$ cat src/rtl/fifo_arb_pkg.sv
// Shared types, defaults and round-robin search helper
// for the FIFO write arbiter.
package fifo_arb_pkg;

  localparam int DEF_FIFO_WIDTH = 16;
  localparam int DEF_N_REQ      = 4;
  localparam int DEF_BURST_LEN  = 4;
  localparam int MAX_REQ        = 8;

  typedef enum logic {
    IDLE,
    BURST
  } arb_state_e;

  typedef struct packed {
    logic       valid;
    logic [2:0] idx;
  } rr_pick_t;

  // First set bit at or above ptr, else first set bit
  // from zero: an upward search from ptr modulo n.
  function automatic rr_pick_t rr_pick(
    input logic [MAX_REQ-1:0] req,
    input logic [2:0]         ptr,
    input int                 n
  );
    rr_pick_t   r;
    logic       hi_v, lo_v;
    logic [2:0] hi, lo;
    hi_v = 1'b0;
    lo_v = 1'b0;
    hi   = '0;
    lo   = '0;
    for (int i = MAX_REQ - 1; i >= 0; i--) begin
      if (i < n && req[i]) begin
        lo_v = 1'b1;
        lo   = 3'(i);
        if (3'(i) >= ptr) begin
          hi_v = 1'b1;
          hi   = 3'(i);
        end
      end
    end
    r.valid = hi_v | lo_v;
    r.idx   = hi_v ? hi : lo;
    return r;
  endfunction

endpackage

$ cat src/rtl/fifo_wr_arbiter_rr_picker.sv
// Combinational round-robin winner search starting at ptr.
// Ports: req (N_REQ) and ptr in; valid, idx (winner) out.
module rr_picker
  import fifo_arb_pkg::*;
#(
  parameter int N_REQ = DEF_N_REQ
) (
  input  logic [N_REQ-1:0]         req,
  input  logic [$clog2(N_REQ)-1:0] ptr,
  output logic                     valid,
  output logic [$clog2(N_REQ)-1:0] idx
);

  localparam int IW = $clog2(N_REQ);

  logic [MAX_REQ-1:0] req_x;
  logic [2:0]         ptr_x;
  rr_pick_t           pick;
  logic               unused_pick;

  always_comb begin
    req_x            = '0;
    req_x[N_REQ-1:0] = req;
    ptr_x            = '0;
    ptr_x[IW-1:0]    = ptr;
    pick             = rr_pick(req_x, ptr_x, N_REQ);
  end

  assign valid       = pick.valid;
  assign idx         = pick.idx[IW-1:0];
  assign unused_pick = ^pick.idx;

endmodule

$ cat src/rtl/fifo_wr_arbiter.sv
// Round-robin arbiter sharing one FIFO write port among
// N_REQ requesters, in bursts of up to BURST_LEN beats.
// In : clk, rst (async, high), req, req_data (flattened),
//      fifo_full, fifo_almostfull, fifo_wr_ack, fifo_overflow.
// Out: gnt (registered one-hot), accept (comb), fifo_wr_en,
//      fifo_data_in (registered), busy (in BURST).
// Option ARB_ACK_CHECK_EN adds err_sticky, set on overflow
// or on a missing write acknowledge, cleared only by rst.
module fifo_wr_arbiter
  import fifo_arb_pkg::*;
#(
  parameter int FIFO_WIDTH = DEF_FIFO_WIDTH,
  parameter int N_REQ      = DEF_N_REQ,
  parameter int BURST_LEN  = DEF_BURST_LEN
) (
  input  logic                        clk,
  input  logic                        rst,
  input  logic [N_REQ-1:0]            req,
  input  logic [N_REQ*FIFO_WIDTH-1:0] req_data,
  output logic [N_REQ-1:0]            gnt,
  output logic [N_REQ-1:0]            accept,
  output logic                        fifo_wr_en,
  output logic [FIFO_WIDTH-1:0]       fifo_data_in,
  input  logic                        fifo_full,
  input  logic                        fifo_almostfull,
  input  logic                        fifo_wr_ack,
  input  logic                        fifo_overflow,
`ifdef ARB_ACK_CHECK_EN
  output logic                        err_sticky,
`endif
  output logic                        busy
);

  localparam int         IW        = $clog2(N_REQ);
  localparam logic [3:0] LAST_BEAT = 4'(BURST_LEN - 1);

  arb_state_e            state_q, state_d;
  logic [IW-1:0]         owner_q, owner_d;
  logic [IW-1:0]         rr_ptr_q, rr_ptr_d;
  logic [3:0]            beat_cnt_q, beat_cnt_d;
  logic [N_REQ-1:0]      gnt_q, gnt_d;
  logic                  fifo_wr_en_q, fifo_wr_en_d;
  logic [FIFO_WIDTH-1:0] fifo_data_in_q, fifo_data_in_d;

  logic                  pick_valid;
  logic [IW-1:0]         pick_idx;
  logic                  space;
  logic                  owner_req;
  logic                  fire;
  logic [FIFO_WIDTH-1:0] req_slice [N_REQ];

  for (genvar g = 0; g < N_REQ; g++) begin : g_slice
    assign req_slice[g] =
      req_data[g*FIFO_WIDTH +: FIFO_WIDTH];
  end

  rr_picker #(
    .N_REQ (N_REQ)
  ) u_pick (
    .req   (req),
    .ptr   (rr_ptr_q),
    .valid (pick_valid),
    .idx   (pick_idx)
  );

  // The in-flight write is not yet counted by the FIFO,
  // so almostfull plus a pending write means no room.
  assign space = !fifo_full &&
                 !(fifo_almostfull && fifo_wr_en_q);

  assign owner_req = req[owner_q];
  assign fire      = (state_q == BURST) && owner_req && space;

  always_comb begin
    accept = '0;
    if (fire && !rst) accept[owner_q] = 1'b1;
  end

  always_comb begin
    state_d        = state_q;
    owner_d        = owner_q;
    rr_ptr_d       = rr_ptr_q;
    beat_cnt_d     = beat_cnt_q;
    gnt_d          = gnt_q;
    fifo_wr_en_d   = 1'b0;
    fifo_data_in_d = fifo_data_in_q;
    unique case (state_q)
      IDLE: begin
        if (pick_valid) begin
          owner_d           = pick_idx;
          gnt_d             = '0;
          gnt_d[pick_idx]   = 1'b1;
          beat_cnt_d        = '0;
          state_d           = BURST;
        end
      end
      BURST: begin
        if (fire) begin
          fifo_wr_en_d   = 1'b1;
          fifo_data_in_d = req_slice[owner_q];
          beat_cnt_d     = beat_cnt_q + 1'b1;
        end
        if (!owner_req ||
            (fire && beat_cnt_q == LAST_BEAT)) begin
          state_d  = IDLE;
          gnt_d    = '0;
          rr_ptr_d = (owner_q == IW'(N_REQ - 1)) ?
                     '0 : owner_q + 1'b1;
        end
      end
      default: state_d = IDLE;
    endcase
  end

  always_ff @(posedge clk or posedge rst) begin
    if (rst) begin
      state_q        <= IDLE;
      owner_q        <= '0;
      rr_ptr_q       <= '0;
      beat_cnt_q     <= '0;
      gnt_q          <= '0;
      fifo_wr_en_q   <= 1'b0;
      fifo_data_in_q <= '0;
    end else begin
      state_q        <= state_d;
      owner_q        <= owner_d;
      rr_ptr_q       <= rr_ptr_d;
      beat_cnt_q     <= beat_cnt_d;
      gnt_q          <= gnt_d;
      fifo_wr_en_q   <= fifo_wr_en_d;
      fifo_data_in_q <= fifo_data_in_d;
    end
  end

  assign gnt          = gnt_q;
  assign fifo_wr_en   = fifo_wr_en_q;
  assign fifo_data_in = fifo_data_in_q;
  assign busy         = (state_q == BURST);

`ifdef ARB_ACK_CHECK_EN
  // The FIFO acks one cycle after the write edge, so the
  // ack is compared against wr_en delayed by one cycle.
  logic wr_en_d1_q, wr_en_d1_d;
  logic err_q, err_d;

  always_comb begin
    wr_en_d1_d = fifo_wr_en_q;
    err_d      = err_q | fifo_overflow |
                 (wr_en_d1_q & ~fifo_wr_ack);
  end

  always_ff @(posedge clk or posedge rst) begin
    if (rst) begin
      wr_en_d1_q <= 1'b0;
      err_q      <= 1'b0;
    end else begin
      wr_en_d1_q <= wr_en_d1_d;
      err_q      <= err_d;
    end
  end

  assign err_sticky = err_q;
`else
  logic unused_status;
  assign unused_status = fifo_wr_ack ^ fifo_overflow;
`endif

endmodule
$ cat config.mk
export PLATFORM = sky130hd
export DESIGN_NAME = fifo_wr_arbiter
export DESIGN_NICKNAME = d
export VERILOG_FILES = /design/src/rtl/fifo_arb_pkg.sv /design/src/rtl/fifo_wr_arbiter_rr_picker.sv /design/src/rtl/fifo_wr_arbiter.sv
export SDC_FILE = /design/constraint.sdc
export NUM_CORES = 1
export LEC_CHECK = 0
export CAP_MARGIN = 15
export CORE_UTILIZATION = 30
export CTS_CLUSTER_SIZE = 30
export DETAILED_ROUTE_END_ITERATION = 12
export PLACE_DENSITY_LB_ADDON = 0.1
export SKIP_LAST_GASP = 1
export SLEW_MARGIN = 15
export SYNTH_ARGS = -nofsm -noshare
export SYNTH_HDL_FRONTEND = slang
export SYNTH_SLANG_ARGS = --single-unit
$ cat constraint.sdc
create_clock -name clk -period 3.03 [get_ports clk]
set_clock_uncertainty 0.05 [all_clocks]
set_input_delay 0.606 -clock clk [delete_from_list [all_inputs] [get_ports clk]]
set_output_delay 0.606 -clock clk [all_outputs]
set_load 0.05 [all_outputs]
Word level (Yosys, flattened, before mapping)
Cells that the tools add are included.
Widths: inputs -> output; s select.
{"block": "word_totals", "inputBits": 74, "output_inout_bits": 26, "register_bits": 30}
{"block": "op_classes", "n_eq_ne": 5, "n_reduce_logical": 18, "mux": 43, "magnitude_cmp": 8, "bitwise": 3, "add_sub_neg": 2}
{"cell": "$bmux 16 s2", "count": 1}
{"cell": "$mux 16", "count": 2}
{"cell": "$mux 2", "count": 12}
{"cell": "$mux 4", "count": 5}
{"cell": "$mux 1", "count": 17}
{"cell": "$pmux 4 s2", "count": 2}
{"cell": "$reduce_and 2->1", "count": 5}
{"cell": "$logic_and 1x1->1", "count": 8}
{"cell": "$lt 2x3->1 const B", "count": 2}
{"cell": "$add 4x1->4 const B", "count": 1}
{"cell": "$demux 1 s2", "count": 2}
{"cell": "$eq 4x2->1 const B", "count": 1}
{"cell": "$ge 1x2->1 const A", "count": 2}
{"cell": "$ge 2x1->1 const B", "count": 2}
{"cell": "$logic_not 1->1", "count": 4}
{"cell": "$ne 2x1->1 const B", "count": 2}
{"cell": "$ge 3x3->1 const B", "count": 1}
{"cell": "$not 2->3", "count": 1}
{"cell": "$add 2x1->2 const B", "count": 1}
{"cell": "$bmux 1 s2", "count": 1}
{"cell": "$eq 2x2->1 const B", "count": 1}
{"cell": "$ge 2x2->1 const A", "count": 1}
{"cell": "$ne 2x2->1 const B", "count": 1}
{"cell": "$pmux 1 s2", "count": 1}
{"cell": "other kinds (3)", "count": 3}

Depth between registers and ports, before layout
{"block": "logic_depth", "depth_word": 14, "ltp_mapped": 7, "ltp_nobuf": 5}

Hierarchy
From an unflattened synthesis, not the netlist that was laid out.
{"block": "hier_totals", "hier_cells": 133, "hier_area_um2": 1833.0}
{"mod": "fifo_wr_arbiter", "cells_each": 122, "n_inst": 1, "area_each_um2": 1761.7}
{"mod": "rr_picker", "cells_each": 11, "n_inst": 1, "area_each_um2": 71.3}

Worst setup path after synthesis
Ideal clock, no wire load.
{"block": "synth_timing", "path_type": "input -> output", "startpoint": "input rst", "endpoint": "output accept[0]", "t_required_ns": 2.374, "t_arrival_ns": 1.867, "path_slack_ns": 0.507, "path_stages": 2, "n_path_buf": 0, "path_cell_list": "inv_1 -> and3_1"}
{"block": "synth_via", "elab_chain_cells": 3}
{"item": "from (decl)", "line_no": "fifo_wr_arbiter.sv:17", "text": "input logic rst,"}
{"item": "$logic_not 1->1 (no source line)"}
{"item": "$logic_and 1x1->1", "line_no": "fifo_wr_arbiter.sv:76", "text": "if (fire && !rst) accept[owner_q] = 1'b1;"}
{"item": "$mux 4", "line_no": "fifo_wr_arbiter.sv:76"}
{"item": "to (decl)", "line_no": "fifo_wr_arbiter.sv:21", "text": "output logic [N_REQ-1:0] accept,"}
Every way passes these cells.

Final worst setup path
{"block": "layout_timing", "startpoint": "input req[0]", "endpoint": "output accept[1]"}
{"block": "layout_via", "elab_chain_cells": 6}
{"item": "from (decl)", "line_no": "fifo_wr_arbiter.sv:18", "text": "input logic [N_REQ-1:0] req,"}
{"item": "$bmux 1 s2", "line_no": "fifo_wr_arbiter.sv:71", "text": "assign owner_req = req[owner_q];"}
{"item": "$mux 1 (not written as such)", "line_no": "fifo_wr_arbiter.sv:71"}
{"item": "$logic_and 1x1->1 (2 in a row)", "line_no": "fifo_wr_arbiter.sv:72", "text": "assign fire = (state_q == BURST) && owner_req && space;"}
{"item": "$logic_and 1x1->1", "line_no": "fifo_wr_arbiter.sv:76"}
{"item": "$mux 4", "line_no": "fifo_wr_arbiter.sv:76"}
Every way passes these cells. The select of a mux whose other input is x is not followed.

==> impl_metrics.json <==
{
  "synthCells": 129,
  "path_class": "input pin to output port",
  "status": "complete, no violations",
  "grt_pass1_vias": 1617,
  "hold_violations": 0,
  "relSlewSlack": 0.612,
  "insertion_delay_ns": 0.28,
  "syn-num-nets": 208,
  "io-pin-count": 100,
  "syn_area_per_cell_sq_um": 14.5,
  "numCtsBuffers": 5,
  "fin_area_sq_mm": 0.00306,
  "ys_warn_count": 0,
  "fin_nets": 313,
  "wl_met2_um": 2770,
  "post_cts_buffers": 0,
  "hold_depth": 1,
  "cts_tree": "yes",
  "final_cell_mix": "93 x clkdlybuf4s50_1, 30 x dfrtp_1, 12 x mux2_4",
  "drcViolationCount": 0,
  "globalplace.congestion": 0.828,
  "die_x_um": 80.8,
  "area_growth_pct": 64.0,
  "routed.top_layer": "met4",
  "vias_per_cell": 5.02,
  "powerDensity_mw_per_mm2": 924,
  "final_common_cell": "clkdlybuf4s50_1",
  "ff_latch_area_sq_um": 751,
  "clk_pin_slew_ns": 0.06,
  "portBuffers": 97,
  "cp-end-kind": "output port",
  "period_share": 0.933,
  "cp_cell_sequence": "clkdlybuf4s50_1 -> mux4_2 -> nand3_4 -> inv_4 -> and3_1 -> buf_12",
  "met3_length_um": 434,
  "vias": 1557,
  "cts.sinks": 30,
  "yosysSeqAreaShare": 0.403,
  "crit_fanout": 6,
  "cts_resized": 0,
  "clock_path_buffers": 2,
  "drtAntennaViolNets": 0,
  "place_ws_ns": 0.208,
  "rsz0062_at_grt": "false",
  "synth_edf_count": 0,
  "grt_max_degree": 21,
  "ff2ff_path_depth": 5,
  "drt_iter0_drc": 83,
  "ys.flop_type": "dfrtp_1",
  "critical_path.max_stage_delay_ns": 0.54,
  "rrSetupSlack_ns": 1.08,
  "async_reset_ff_frac": 1.00,
  "min_to": "beat_cnt_q[3]",
  "wl_met1_um": 1990,
  "worst-path-buf-inv": 3,
  "dpl_cell_area_sq_mm": 0.00297,
  "cp_top_family": "buffers and inverters",
  "gr-usage-all-layers": 0.162,
  "ir_worst_vdd_uv": 726,
  "grt-ovfl-total": 0,
  "hold_path.class": "flip-flop to flip-flop",
  "drv_cap": 0,
  "crit_arrival_ns": 2.17,
  "tightest_slew_ns": 0.577,
  "core-area_sq_mm": 0.00596,
  "die_area_sq_mm": 0.00653,
  "grt_pass1_wl_um": 7790,
  "drt-pass1-iter-count": 4,
  "cpMaxStageDelayCell": "mux4_2",
  "routedWlPerCell_um": 16.8,
  "root_buffer": "clkbuf_8",
  "fin_crit_ns": 2.83,
  "htree_levels": 2,
  "die_h_um": 80.8,
  "setup_viol": 0,
  "syn_area_sq_mm": 0.00186,
  "timing.final.ws_setup_ns": 0.202,
  "setup_tns_ns": 0,
  "clock.fmax_mhz": 354,
  "r2r-end": "fifo_data_in[12]",
  "hold_start": "beat_cnt_q[3]",
  "synth.distinct_cells": 39,
  "routed_wirelength_um": 5220,
  "hold_buffers": 0,
  "required_ns": 2.37,
  "drv_slew": 0,
  "multiInputGateArea_sq_mm": 0.00104,
  "synth_seq_cells": 30,
  "r2r_start": "owner_q[1]",
  "n_fill_cell": 510,
  "grt_antenna_before_repair": 0,
  "drive_gt1_frac": 0.213,
  "fp-row-count": 28,
  "dp_hpwl_um": 4020,
  "crit_path_start_kind": "input pin",
  "start_util": 0.313,
  "p_leak_nw": 1.25,
  "n_antenna_cell": 0
}
[per-stage QoR]
step	cells	utilization	hold WS (ns)	total power, mW
3_5_place_dp	302	0.498	0.425	2.52
2_1_floorplan	129	-	0.396	1.97
4_1_cts	310	0.513	0.434	2.87
3_3_place_gp	302	0.498	0.414	2.49
5_1_grt	310	0.513	0.446	2.99
6_report	310	0.513	0.430	2.82
[final cells by class]
type	count	area share
clock buffers	7	0.0282
clock inverters	1	0.00164
inverters	5	0.00696
multi-input cells	88	0.339
flip-flops and latches	30	0.246
well taps	75	0.0307
repair buffers	104	0.348
[registers in the layout, indices dropped and copies added, names as in the netlist]
register,flops
fifo_data_in,16
beat_cnt_q,4
gnt,4
owner_q,2
rr_ptr_q,2
busy,1
fifo_wr_en,1
[kinds of logic (layout without fill, tap and decap cells)]
group	count (synthesis)	after routing	share of synthesized area
muxes	36	36	0.356
DFF	30	30	0.403
and+or+nand+nor	29	29	0.0886
AOI/OAI and AO/OA	17	17	0.0732
buffers and inverters	11	117	0.0416
adders and majority gates	5	5	0.0336
xor gates and xnor gates	1	1	0.00470
[synth_stat cells, types with 2 or more instances]
cell type / n / share of area
o2bb2ai_1: 2 / 0.0094
nor2b_1: 5 / 0.017
dfrtp_1: 30 / 0.40
and3_1: 4 / 0.013
a32o_1: 2 / 0.011
nand3_1: 2 / 0.0054
mux2_2: 5 / 0.030
mux4_1: 6 / 0.085
ha_1: 5 / 0.034
nor2_1: 3 / 0.0060
o22ai_1: 2 / 0.0067
buf_2: 2 / 0.0054
mux4_2: 11 / 0.13
mux2_4: 12 / 0.097
o21ai_0: 2 / 0.0054
nand2_1: 8 / 0.016
buf_6: 2 / 0.012
o21ai_1: 2 / 0.0054
inv_1: 4 / 0.0081
[how the worst max path moves through the flow]
stage          startpoint        end  slack, ns  depth (start not counted)
3_5_place_dp       req[0]  accept[1]       0.21                          6
3_3_place_gp       req[0]  accept[1]       0.26                          6
4_1_cts            req[0]  accept[1]       0.21                          6
6_report           req[0]  accept[1]       0.20                          6
5_1_grt            req[0]  accept[1]       0.16                          6
2_1_floorplan         rst  accept[0]       0.51                          2
[power breakdown]
part | switching [mW] | internal, mW | leakage, nW | total (mW)
clock network | 0.145 | 0.183 | 0.0482 | 0.328
registers | 0.134 | 0.582 | 0.370 | 0.717
logic | 0.965 | 0.815 | 0.835 | 1.78
total | 1.24 | 1.58 | 1.25 | 2.82
[per-layer routing]
metal  vias up  global-route usage
met5         -                   0
met3         2              0.0517
met2        67               0.297
met1       772               0.176
li1        716                   -
met4         0              0.0500
No activity file was read; power rests on OpenSTA's default activity.
